### src/rtl/accel_sample_sequencer.sv
// ADXL345 sequencer: configures the sensor, then periodically reads X/Y/Z through a single-byte SPI master.
// Optional build macro ACCEL_DEVID_CHECK_EN adds a DEVID (reg 0x00) check ahead of the config writes.
module accel_sample_sequencer #(
    parameter int          SAMPLE_PERIOD   = 50000,
    parameter int          STARTUP_CYCLES  = 32768,
    parameter logic [7:0]  BW_RATE_VAL     = 8'h0A,
    parameter logic [7:0]  DATA_FORMAT_VAL = 8'h0B,
    parameter logic [7:0]  POWER_CTL_VAL   = 8'h08
) (
    input  logic        clk,
    input  logic        rst,
    input  logic        enable,
    output logic        spi_start,
    output logic [5:0]  spi_address,
    output logic        spi_read_write,
    output logic        spi_multi_byte,
    output logic [7:0]  spi_data,
    input  logic [7:0]  spi_data_out,
    input  logic        spi_done,
    output logic [15:0] accel_x,
    output logic [15:0] accel_y,
    output logic [15:0] accel_z,
    output logic        sample_valid,
    output logic        init_done,
    output logic        busy
`ifdef ACCEL_DEVID_CHECK_EN
    ,
    output logic        devid_error
`endif
);

    localparam int PW = (SAMPLE_PERIOD > 1) ? $clog2(SAMPLE_PERIOD) : 1;
    localparam int SW = (STARTUP_CYCLES > 1) ? $clog2(STARTUP_CYCLES) : 1;
    localparam logic [PW-1:0] PMAX = PW'(SAMPLE_PERIOD - 1);
    localparam logic [SW-1:0] SMAX = SW'(STARTUP_CYCLES - 1);

    typedef enum logic [3:0] {
        S_STARTUP,
        S_IDLE,
        S_ISSUE,
        S_WAIT_DONE,
        S_WAIT_LOW,
        S_NEXT,
        S_PUBLISH,
        S_PERIOD
`ifdef ACCEL_DEVID_CHECK_EN
        ,
        S_ERROR
`endif
    } state_t;

    typedef enum logic [1:0] {
        PH_DEVID,
        PH_CFG,
        PH_READ
    } phase_t;

    state_t          state_q, state_d;
    phase_t          phase_q, phase_d;
    logic [2:0]      step_q, step_d;
    logic [SW-1:0]   start_cnt_q, start_cnt_d;
    logic [PW-1:0]   period_cnt_q, period_cnt_d;
    logic            done_q;
    logic            done_rise;

    logic [5:0]      addr_q;
    logic            rw_q;
    logic [7:0]      wdata_q;
    logic [5:0]      cmd_addr;
    logic            cmd_rw;
    logic [7:0]      cmd_wdata;

    logic [7:0]      sh_q [6];
    logic [5:0]      cap_en;
    logic            capture_read;

    logic [15:0]     accel_x_q, accel_y_q, accel_z_q;
    logic            sample_valid_q;
    logic            init_done_q;

`ifdef ACCEL_DEVID_CHECK_EN
    logic            devid_ok_q;
    logic            devid_error_q;
`endif

    assign done_rise = spi_done & ~done_q;

    // ------------------------------------------------------------------
    // Next-state logic
    // ------------------------------------------------------------------
    always_comb begin
        state_d      = state_q;
        phase_d      = phase_q;
        step_d       = step_q;
        start_cnt_d  = start_cnt_q;
        period_cnt_d = (period_cnt_q == PMAX) ? period_cnt_q : period_cnt_q + 1'b1;

        case (state_q)
            S_STARTUP: begin
                // done_rise is deliberately ignored here to swallow a transaction left in flight
                if (start_cnt_q == SMAX) begin
                    state_d = S_IDLE;
                end else begin
                    start_cnt_d = start_cnt_q + 1'b1;
                end
            end
            S_IDLE: begin
                if (enable) begin
                    step_d = 3'd0;
                    if (!init_done_q) begin
`ifdef ACCEL_DEVID_CHECK_EN
                        phase_d = PH_DEVID;
`else
                        phase_d = PH_CFG;
`endif
                        state_d = S_ISSUE;
                    end else begin
                        phase_d = PH_READ;
                        state_d = S_PERIOD;
                    end
                end
            end
            S_ISSUE: begin
                state_d = S_WAIT_DONE;
            end
            S_WAIT_DONE: begin
                if (done_rise) begin
                    state_d = S_WAIT_LOW;
                end
            end
            S_WAIT_LOW: begin
                if (!spi_done) begin
                    state_d = S_NEXT;
                end
            end
            S_NEXT: begin
                case (phase_q)
                    PH_CFG: begin
                        if (step_q == 3'd2) begin
                            phase_d = PH_READ;
                            step_d  = 3'd0;
                            state_d = S_PERIOD;
                        end else begin
                            step_d  = step_q + 3'd1;
                            state_d = S_ISSUE;
                        end
                    end
                    PH_READ: begin
                        if (step_q == 3'd5) begin
                            state_d = S_PUBLISH;
                        end else begin
                            step_d  = step_q + 3'd1;
                            state_d = S_ISSUE;
                        end
                    end
`ifdef ACCEL_DEVID_CHECK_EN
                    PH_DEVID: begin
                        if (devid_ok_q) begin
                            phase_d = PH_CFG;
                            step_d  = 3'd0;
                            state_d = S_ISSUE;
                        end else begin
                            state_d = S_ERROR;
                        end
                    end
`endif
                    default: begin
                        state_d = S_IDLE;
                    end
                endcase
            end
            S_PUBLISH: begin
                phase_d = PH_READ;
                step_d  = 3'd0;
                state_d = S_PERIOD;
            end
            S_PERIOD: begin
                if (period_cnt_q == PMAX) begin
                    if (!enable) begin
                        state_d = S_IDLE;
                    end else begin
                        phase_d = PH_READ;
                        step_d  = 3'd0;
                        state_d = S_ISSUE;
                    end
                end
            end
`ifdef ACCEL_DEVID_CHECK_EN
            S_ERROR: begin
                state_d = S_ERROR;
            end
`endif
            default: begin
                state_d = S_IDLE;
            end
        endcase

        // Clearing on entry makes timer==0 coincide with the step-0 start pulse
        if (state_d == S_ISSUE && phase_d == PH_READ && step_d == 3'd0) begin
            period_cnt_d = '0;
        end
    end

    // ------------------------------------------------------------------
    // Command decode for the transaction about to be issued
    // ------------------------------------------------------------------
    always_comb begin
        cmd_addr  = 6'h00;
        cmd_rw    = 1'b0;
        cmd_wdata = 8'h00;
        case (phase_d)
            PH_DEVID: begin
                cmd_addr = 6'h00;
                cmd_rw   = 1'b1;
            end
            PH_CFG: begin
                case (step_d)
                    3'd0: begin
                        cmd_addr  = 6'h2C;
                        cmd_wdata = BW_RATE_VAL;
                    end
                    3'd1: begin
                        cmd_addr  = 6'h31;
                        cmd_wdata = DATA_FORMAT_VAL;
                    end
                    default: begin
                        cmd_addr  = 6'h2D;
                        cmd_wdata = POWER_CTL_VAL;
                    end
                endcase
            end
            PH_READ: begin
                cmd_addr = 6'h32 + {3'b000, step_d};
                cmd_rw   = 1'b1;
            end
            default: begin
                cmd_addr = 6'h00;
            end
        endcase
    end

    // ------------------------------------------------------------------
    // State and control registers
    // ------------------------------------------------------------------
    always_ff @(posedge clk or posedge rst) begin
        if (rst) begin
            state_q      <= S_STARTUP;
            phase_q      <= PH_CFG;
            step_q       <= 3'd0;
            start_cnt_q  <= '0;
            period_cnt_q <= '0;
            done_q       <= 1'b0;
        end else begin
            state_q      <= state_d;
            phase_q      <= phase_d;
            step_q       <= step_d;
            start_cnt_q  <= start_cnt_d;
            period_cnt_q <= period_cnt_d;
            done_q       <= spi_done;
        end
    end

    // Command fields stay stable for the whole transaction
    always_ff @(posedge clk or posedge rst) begin
        if (rst) begin
            addr_q  <= 6'h00;
            rw_q    <= 1'b0;
            wdata_q <= 8'h00;
        end else if (state_d == S_ISSUE) begin
            addr_q  <= cmd_addr;
            rw_q    <= cmd_rw;
            wdata_q <= cmd_wdata;
        end
    end

    // ------------------------------------------------------------------
    // Read-data shadow bytes
    // ------------------------------------------------------------------
    assign capture_read = (state_q == S_WAIT_DONE) && done_rise && (phase_q == PH_READ);

    for (genvar gi = 0; gi < 6; gi++) begin : g_cap_en
        assign cap_en[gi] = capture_read && (step_q == 3'(gi));
    end

    always_ff @(posedge clk or posedge rst) begin
        if (rst) begin
            for (int i = 0; i < 6; i++) begin
                sh_q[i] <= 8'h00;
            end
        end else begin
            for (int i = 0; i < 6; i++) begin
                if (cap_en[i]) begin
                    sh_q[i] <= spi_data_out;
                end
            end
        end
    end

    // ------------------------------------------------------------------
    // Published samples and status
    // ------------------------------------------------------------------
    always_ff @(posedge clk or posedge rst) begin
        if (rst) begin
            accel_x_q      <= 16'h0000;
            accel_y_q      <= 16'h0000;
            accel_z_q      <= 16'h0000;
            sample_valid_q <= 1'b0;
            init_done_q    <= 1'b0;
        end else begin
            sample_valid_q <= (state_q == S_PUBLISH);
            if (state_q == S_PUBLISH) begin
                accel_x_q <= {sh_q[1], sh_q[0]};
                accel_y_q <= {sh_q[3], sh_q[2]};
                accel_z_q <= {sh_q[5], sh_q[4]};
            end
            if (state_q == S_NEXT && phase_q == PH_CFG && step_q == 3'd2) begin
                init_done_q <= 1'b1;
            end
        end
    end

`ifdef ACCEL_DEVID_CHECK_EN
    always_ff @(posedge clk or posedge rst) begin
        if (rst) begin
            devid_ok_q    <= 1'b0;
            devid_error_q <= 1'b0;
        end else begin
            if (state_q == S_WAIT_DONE && done_rise && phase_q == PH_DEVID) begin
                devid_ok_q <= (spi_data_out == 8'hE5);
            end
            if (state_q == S_NEXT && phase_q == PH_DEVID && !devid_ok_q) begin
                devid_error_q <= 1'b1;
            end
        end
    end

    assign devid_error = devid_error_q;
`endif

    assign spi_start      = (state_q == S_ISSUE);
    assign busy           = (state_q == S_ISSUE) || (state_q == S_WAIT_DONE) || (state_q == S_WAIT_LOW);
    assign spi_address    = addr_q;
    assign spi_read_write = rw_q;
    assign spi_multi_byte = 1'b0;
    assign spi_data       = wdata_q;
    assign accel_x        = accel_x_q;
    assign accel_y        = accel_y_q;
    assign accel_z        = accel_z_q;
    assign sample_valid   = sample_valid_q;
    assign init_done      = init_done_q;

endmodule

### config.mk
export PLATFORM = sky130hd
export DESIGN_NAME = accel_sample_sequencer
export DESIGN_NICKNAME = d
export VERILOG_FILES = /design/src/rtl/accel_sample_sequencer.sv
export SDC_FILE = /design/constraint.sdc
export NUM_CORES = 1
export LEC_CHECK = 0
export BUFFER_PORTS_ARGS = -buffer_cell sky130_fd_sc_hd__buf_2
export CORE_UTILIZATION = 38
export CTS_CLUSTER_SIZE = 14
export DETAILED_ROUTE_END_ITERATION = 10
export PLACE_DENSITY = 0.58
export SLEW_MARGIN = 20
export SYNTH_ARGS = -nofsm -noshare
export SYNTH_HDL_FRONTEND = slang
export SYNTH_SLANG_ARGS = --single-unit
export TNS_END_PERCENT = 20
### constraint.sdc
create_clock -name clk -period 11.6 [get_ports clk]
set_input_delay 1.74 -clock clk [delete_from_list [all_inputs] [get_ports clk]]
set_output_delay 1.74 -clock clk [all_outputs]
set_load 0.05 [all_outputs]
==> results_dict.tcl <==
set metrics [dict create \
    status "completed" \
    placedCellCount 797 \
    fmax_mhz 268 \
    min_to "start_cnt_q[7]" \
    ys_ff_latch 149 \
    fin_crit_ps 3730 \
    postRouteAntennaNets 0 \
    clock_latency_ps 420 \
    worstReg2RegEnd "spi_address[2]" \
    gp_congestion 0.830 \
    cts-root-buf "clkbuf_16" \
    port-buffer-count 73 \
    min_from "start_cnt_q[7]" \
    antenna_found_initial 0 \
    grt_usage_pct 15.9 \
    p_per_area_mw_per_mm2 165 \
    drv_cap 0 \
    cts_max_path_buffers 2 \
    h-tree-depth 4 \
    postLayoutCoreUtil_pct 45.2 \
    grt_max_degree 87 \
    crit_cells 8 \
    p_leak_uw 0.00395 \
    syn_area_sq_mm 0.00672 \
    layout.nets 616 \
    critPathSlowestCell "nor3_4" \
    fin_total_pwr_uw 1290 \
    critPathBufInv 2 \
    critical-path-max-stage-delay_ps 690 \
    cts_tree "done" \
    cp_top_family "simple AND/OR/NAND/NOR gates" \
    crit_chain "buf_2, nor2b_1, o21ai_1, or3_4, a211oi_4, inv_4, nor3_4, a211oi_1" \
    worst_slack_ps 7870 \
    setup_viol 0 \
    post-place-ws_ps 7490 \
    vias 4265 \
    fp-row-count 48 \
    synthFlopType "dfrtp_1" \
    path_clk_slew_ps 60 \
    ys_top_cells_by_area "dfrtp_1, mux2_2, ha_1, xnor2_1, xor2_1" \
    synth_cells 516 \
    cp.required_ps 11850 \
    rr_startpoint "period_cnt_q[4]" \
    cts_resized 0 \
    hp-class "reg -> reg" \
    layoutNonFillerInstCount 829 \
    worst_setup_path_end_kind "register" \
    start_util_pct 38.8 \
    period_share_pct 32.2 \
    yosysWarningCount 0 \
    clock_skew_ps 14.5 \
    io_pins 80 \
    gr-total-overflow 0 \
    fp.dieH_um 135 \
    via_per_inst 5.14 \
    relSlewSlack_pct 44.1 \
    wire_per_inst_um 16.5 \
    drcViolationCount 0 \
    tns_ps 0 \
    rsz0062_at_grt "false" \
    final_cell_mix "dfrtp_1, mux2_2, buf_2" \
    ys_types 73 \
    worstSetupPathType "in -> reg" \
    grt_pass1_wl_mm 22.3 \
    cp-start-kind "primary input" \
    drt_iter0_drc 226 \
    worst-r2r-cell-count 9 \
    slew_viol_final 0 \
    synth.yosys.seq_area_share_pct 55.5 \
    synth_edf_count 0 \
    clkSinkCount 149 \
    ctsHoldBuffers 0 \
    cts_setup_buffers 0 \
    synthArstFlopShare_pct 100 \
    yosysTopAreaCell "dfrtp_1" \
    cts_buffers 17 \
    coreArea_sq_mm 0.0173 \
    synth_top_cell_area_share_pct 55.1 \
    area_growth_pct 16.3 \
    die_x_um 135 \
    firstDrtPassIters 4 \
    hold_viol_final 0 \
    arrival_ps 3980 \
    final_common_cell "dfrtp_1" \
    grt_pass1_vias 4326 \
    diodes 0 \
    r2r_slack_ps 8280 \
    dp_hpwl_mm 9.26 \
    irDropWorstVdd_uv 105 \
    whs_path_depth 1 \
    routed_wl_mm 13.7 \
    drive_above_1_share_pct 39.6 \
    syn_avg_cell_area_sq_um 13.0 \
    tightest_slew_ps 836 \
    crit_fanout 16 \
    dieArea_sq_mm 0.0182 \
]
report_power, final:
part           switching [uW]  leakage (uW)  internal (uW)
logic                     114       0.00164           54.7
registers                36.2       0.00204            554
clock network             211      0.000270            316
total                     361       0.00395            925
cells by family (layout without fill, tap and decap cells):
group	after synthesis	in the layout	share of synthesized area [%]
DFF	149	149	55.5
and+or+nand+nor	117	117	10.7
muxes	103	103	17.2
AOI/OAI and AO/OA	60	60	6.76
buffers and inverters	46	128	3.78
xor gates and xnor gates	27	27	3.52
adders and majority gates	13	13	2.42
other	1	7	0.0558
worst reg2reg max path, cell delays in order, from the launching register on:
cell	delay [ps]
dfrtp_1	440
nor4b_2	370
nand4_2	380
o21a_1	310
o31a_1	270
a21oi_1	230
inv_1	100
ha_1	350
or4b_1	580
o221ai_1	210
registers in the layout, indices dropped and copies added (netlist names):
name            cells
phase_q             2
sample_valid        1
accel_x            16
spi_data            3
accel_z            16
state_q             4
step_q              3
accel_y            16
spi_read_write      1
sh_q               48
start_cnt_q        15
spi_address         6
period_cnt_q       16
done_q              1
init_done           1
per-stage QoR:
| step | area, sq um | hold WS [ps] |
|---|---|---|
| floorplan | 6740 | 437 |
| global placement | 7240 | 461 |
| detailed placement | 7240 | 465 |
| CTS | 7810 | 483 |
| global route | 7810 | 506 |
| finish | 7810 | 479 |
cell type report:
cell class | instances | area [sq um]
Timing Repair Buffer | 76 | 388
Clock inverter | 12 | 133
Tap cell | 225 | 282
Inverter | 20 | 82.6
Clock buffer | 20 | 437
Sequential cell | 149 | 3730
Multi-Input combinational cell | 327 | 2760
Fill cell | 1597 | 9480
worst max path at each step:
stage                      start          endpoint
final                     enable   period_cnt_q[2]
after global routing      enable  period_cnt_q[13]
after CTS                 enable   period_cnt_q[2]
after detailed placement  enable   period_cnt_q[2]
after global placement    enable   period_cnt_q[2]
after floorplan              rst        accel_x[0]
Yosys cell counts, types with 4 or more instances:
| master | n |
|---|---|
| a21oi_1 | 9 |
| a21oi_2 | 10 |
| and3_1 | 7 |
| and4_1 | 5 |
| buf_1 | 5 |
| buf_4 | 6 |
| buf_6 | 4 |
| clkbuf_1 | 5 |
| dfrtp_1 | 148 |
| ha_1 | 13 |
| inv_1 | 19 |
| mux2_2 | 102 |
| nand2_1 | 22 |
| nand2b_1 | 4 |
| nand3_1 | 14 |
| nand4_1 | 12 |
| nor2_1 | 16 |
| nor2b_1 | 6 |
| o21ai_0 | 13 |
| xnor2_1 | 16 |
| xor2_1 | 11 |
layer usage:
layer  share of wire (%)  up-vias  GRT usage (%)
met3                 3.5       14           3.90
met4                 1.2        0           4.93
met2                  48       96           26.4
li1                    -     1986              -
met5                   0        -              0
met1                  47     2169           20.5
Note: power is estimated with default switching activity, not from simulation.
